==> config.mk <==
export PLATFORM = sky130hd
export DESIGN_NAME = encode8to3_serial
export DESIGN_NICKNAME = d
export VERILOG_FILES = /design/src/rtl/encode8to3_serial.sv
export SDC_FILE = /design/constraint.sdc
export NUM_CORES = 1
export LEC_CHECK = 0
export ABC_AREA = 1
export ABC_CLOCK_PERIOD_IN_PS = 3300
export BUFFER_PORTS_ARGS = -buffer_cell sky130_fd_sc_hd__buf_2
export CORE_MARGIN = 2
export CORE_UTILIZATION = 61
export CTS_BUF_LIST = sky130_fd_sc_hd__clkbuf_4
export DETAILED_ROUTE_END_ITERATION = 10
export GPL_TIMING_DRIVEN = 0
export PLACE_DENSITY_LB_ADDON = 0.2
export SLEW_MARGIN = 20
export SYNTH_ARGS = -nofsm -noshare
export SYNTH_HDL_FRONTEND = slang
export SYNTH_SLANG_ARGS = --single-unit
==> constraint.sdc <==
create_clock -name clk -period 3.3 [get_ports clk]
set_input_delay 0.66 -clock clk [delete_from_list [all_inputs] [get_ports clk]]
set_output_delay 0.66 -clock clk [all_outputs]
set_load 0.005 [all_outputs]
==> src/rtl/encode8to3_serial.sv <==
// Serial 8-to-3 encoder: reports every set bit of a captured vector as one index per beat.
// Build option: define ENC_MSB_FIRST_EN to report from bit 7 down to bit 0.
module encode8to3_serial #(
  parameter bit PASS_ZERO = 1'b1
) (
  input  logic       clk,
  input  logic       rst,
  input  logic       in_valid,
  output logic       in_ready,
  input  logic [7:0] in_vec,
  output logic       out_valid,
  input  logic       out_ready,
  output logic [2:0] out_idx,
  output logic       out_last,
  output logic       out_zero
);

  typedef enum logic [0:0] {IDLE, EMIT} state_e;

  state_e     state_q;
  logic [7:0] pend_q, pend_d;
  logic       zflag_q;
  logic [2:0] idx_q;
  logic       last_q;
  logic       zero_q;

  // Index of the set bit reported next; the search direction is the only build difference.
  function automatic logic [2:0] sel_idx(input logic [7:0] v);
    logic [2:0] idx;
    idx = '0;
`ifdef ENC_MSB_FIRST_EN
    for (int i = 0; i < 8; i++) if (v[i]) idx = 3'(i);
`else
    for (int i = 7; i >= 0; i--) if (v[i]) idx = 3'(i);
`endif
    return idx;
  endfunction

  function automatic logic is_onehot(input logic [7:0] v);
    return (v != 8'h00) && ((v & (v - 8'h01)) == 8'h00);
  endfunction

  // Pending bits left after the currently presented beat is consumed.
  always_comb begin
    pend_d = pend_q & ~(8'h01 << idx_q);
  end

  // NOTE: sequential state uses non-blocking assignments so every register samples pre-edge values.
  always_ff @(posedge clk or posedge rst) begin
    if (rst) begin
      state_q <= IDLE;
      pend_q  <= 8'h00;
      zflag_q <= 1'b0;
      idx_q   <= 3'd0;
      last_q  <= 1'b0;
      zero_q  <= 1'b0;
    end else begin
      case (state_q)
        IDLE: begin
          if (in_valid && in_vec != 8'h00) begin
            state_q <= EMIT;
            pend_q  <= in_vec;
            zflag_q <= 1'b0;
            idx_q   <= sel_idx(in_vec);
            last_q  <= is_onehot(in_vec);
            zero_q  <= 1'b0;
          end else if (in_valid && PASS_ZERO) begin
            state_q <= EMIT;
            pend_q  <= 8'h00;
            zflag_q <= 1'b1;
            idx_q   <= 3'd0;
            last_q  <= 1'b1;
            zero_q  <= 1'b1;
          end
        end
        EMIT: begin
          // Outputs and pend only move on a transfer, so back-pressure holds the beat stable.
          if (out_ready) begin
            if (last_q) begin
              state_q <= IDLE;
              pend_q  <= 8'h00;
              zflag_q <= 1'b0;
              idx_q   <= 3'd0;
              last_q  <= 1'b0;
              zero_q  <= 1'b0;
            end else begin
              pend_q <= pend_d;
              idx_q  <= sel_idx(pend_d);
              last_q <= is_onehot(pend_d);
            end
          end
        end
        default: state_q <= IDLE;
      endcase
    end
  end

  assign in_ready  = (state_q == IDLE);
  assign out_valid = (state_q == EMIT);
  assign out_idx   = idx_q;
  assign out_last  = last_q;
  assign out_zero  = zero_q;

endmodule

==> impl_results.md <==
- Post-synthesis cell count: 158
- Setup CP Type: register to output port
- Crit path max fanout: 5
- Initial DRC count: 40
- Core ar.: 1540 um^2
- Endpoint class of the critical path: output port
- Overflow after GRT: 0
- Worst IR Drop VDD: 0.000618 V
- Row Count: 14
- DR DRC count: 0
- Routed len/inst: around 13 um
- Placed wire-length estimate: slightly below 2 mm
- Routability cong.: around 0.95
- Simple logic cell fraction of the synthesized area: between 30 and 40%
- Static Leak: about 0.6 nW
- Nets: between 150 and 200
- CTS tree: done
- Crit start category: register
- Post-layout min period: about 1.6 ns
- Root Driver: clkbuf_4
- Largest net degree at the start of global routing: 15
- Placed instance count: around 190
- Fraction of layout cells with a size suffix above 1: between 20 and 25%
- Sum Neg Setup Slack: 0 ns
- Setup Skew: roughly 0.0062 ns
- Global-route wire length before repair: a little over 4 mm
- Setup-failing EPs final: 0
- Register area: 350 um^2
- Syn Std Cell Area: 1030 um^2
- Clock buffer count from CTS: 3
- Distinct cells, synth: 24
- Fin cells: 195
- Post-CTS resize count: 0
- Post-synthesis mux area share: 0%
- Post-synth net total: 170
- Die H: 45.0 um
- Area grow syn2layout: 12.9%
- Port bufs: 18
- Drt first pass iters: 4
- Critical path data required time: 2.64 ns
- Fin. max-slew vios: 0
- Clock slew at reported path FFs: 0.09 ns
- Outcome: finished, final reports clean
- Sequential share of the synthesized area: between 30 and 40%
- Synthesis-stage register bit count: 14
- Antenna violation net count after detailed routing: 0
- Vias in the first global route: about 990
- Maxcap violations: 0
- Final Hold Viols: 0
- Clock Latency Late Sink: slightly below 0.3 ns
- # IOs: 19
- Die W: roughly 45 um
- Final WL: between 2 and 3 mm
- Power Total: 1.12 mW
- Fin crit share: about 48%
- Synth Area in Adders: 0%
- Maximum clock frequency: 625 MHz
- Clock Sinks: 14
- Worst-margin pin slew: about 0.55 ns
- Synth Area in Compound Gates: around a fifth
- Setup bufs post-CTS: 0
- Main combinational cell family by area after synthesis: simple AND/OR/NAND/NOR gates
- # fillers: roughly 130
- RSZ-0062 raised after global routing: false
- Crit path DAT: about 0.94 ns
- DR vias/cell: slightly below 6
- XOR/XNOR share of the synthesized area: 0%
- Kind of path behind the tightest hold check: input port to asynchronous set/reset pin
- Multi-input gate area: about 580 um^2
- Routed via count: 1,139
- Yosys warnings: 0
- Rel. slew slack: 63.2%
- Pwr per Cell Area: 962 nW/um^2
- Die area: between 2000 and 2500 um^2
- Initial antenna violation count: 0
- CTS H-tree lvls: 1
- Avg Synthesized Cell Area: between 6 and 7 um^2
- Hold_buf cts: 0
- N_diodes: 0
- Initial Utilization: between 60% and 70%
- Clock buffer depth: 2
- Overall Global Routing Usage: approximately 28%
power by group:
group | leakage [nW] | switching [mW] | total (mW) | internal [mW]
Combinational | 0.421 | 0.438 | 0.681 | 0.243
Clock | 0.0138 | 0.0582 | 0.101 | 0.0424
Sequential | 0.168 | 0.0796 | 0.334 | 0.254
Total | 0.603 | 0.575 | 1.12 | 0.540
stage by stage:
| stage | cell area, um^2 | setup slack [ns] | util (%) | hold WS [ns] |
|---|---|---|---|---|
| 2_1_floorplan | 1030 | 1.76 | - | 0.480 |
| 3_5_place_dp | 1140 | 1.48 | 73.8 | 0.506 |
| 6_report | 1160 | 1.70 | 75.2 | 0.404 |
| 5_1_grt | 1160 | 1.65 | 75.2 | 0.457 |
| 3_3_place_gp | 1140 | 1.54 | 73.8 | 0.490 |
| 4_1_cts | 1160 | 1.70 | 75.2 | 0.431 |
final timing paths:
kind	start	endpoint	slack, ns	cells after the start
max	out_valid$_DFF_PP0_	in_ready	1.70	2
min	rst	out_zero$_DFFE_PP0P_	0.40	2
max reg2reg	out_valid$_DFF_PP0_	out_idx[0]$_DFFE_PP0P_	1.80	6
min reg2reg	pend_q[6]$_DFFE_PP0P_	pend_q[6]$_DFFE_PP0P_	0.52	2
max in group asynchronous	rst	out_idx[1]$_DFFE_PP0P_	2.53	2
min in group clk	pend_q[6]$_DFFE_PP0P_	pend_q[6]$_DFFE_PP0P_	0.52	2
synthesized netlist by cell type, drive strengths merged:
cell | count | area, um^2
nand4 | 1 | 6.26
o21bai | 1 | 7.51
a31oi | 5 | 31.3
o31ai | 1 | 7.51
o21ai | 11 | 58.8
a22oi | 2 | 15.0
inv | 21 | 81.3
nand3b | 1 | 7.51
dfrtp | 14 | 350
buf | 1 | 11.3
nand3 | 10 | 50.1
nor2 | 34 | 138
a21oi | 13 | 68.8
nand2 | 41 | 179
o211ai | 2 | 15.0
worst max-delay path, stage by stage, from the launching register on:
cell and delay (ns):
dfrtp_1 0.42, inv_2 0.11, buf_2 0.12
state kept, by name (all words and copies together), names as in the netlist:
name and flops:
out_zero 1, out_last 1, out_idx 3, pend_q 8, out_valid 1
per-layer routing:
layer  GRT usage (%)  wire length (um)  up-vias
met3            4.80               182        9
met1            34.5              1060      520
met4            13.5                65        0
met5               0                 0        -
li1                -                 -      562
met2            46.3              1200       48
placed cells by master (no fill, tap or decap):
cell type	count
nand2_1	33
a22oi_1	2
nand2_4	1
nand3b_1	1
o31ai_1	1
o21ai_1	1
o211ai_1	2
o21ai_0	9
a21oi_2	1
clkbuf_4	3
buf_6	1
dfrtp_1	14
nor2_2	1
buf_2	18
nand4_1	1
nor2_1	32
nand2_2	7
nor2_4	1
inv_4	1
o21ai_2	1
inv_2	6
a21oi_1	12
o21bai_1	1
a31oi_1	5
nand3_1	10
inv_1	14
logic make-up (layout without fill, tap and decap cells):
logic type             count (synthesis)  after routing
and+or+nand+nor                       87             87
buffers and inverters                 22             43
DFF                                   14             14
AOI/OAI and AO/OA                     35             35
area by class of cell:
type,instances,share of cell area (%)
multi-input combinational,122,50.4
buffer,1,0.971
sequential,14,30.2
clock buffer,3,1.94
timing repair buffer,18,7.77
inverter,21,7.01
tap,16,1.73
No activity file was read; power rests on OpenSTA's default activity.
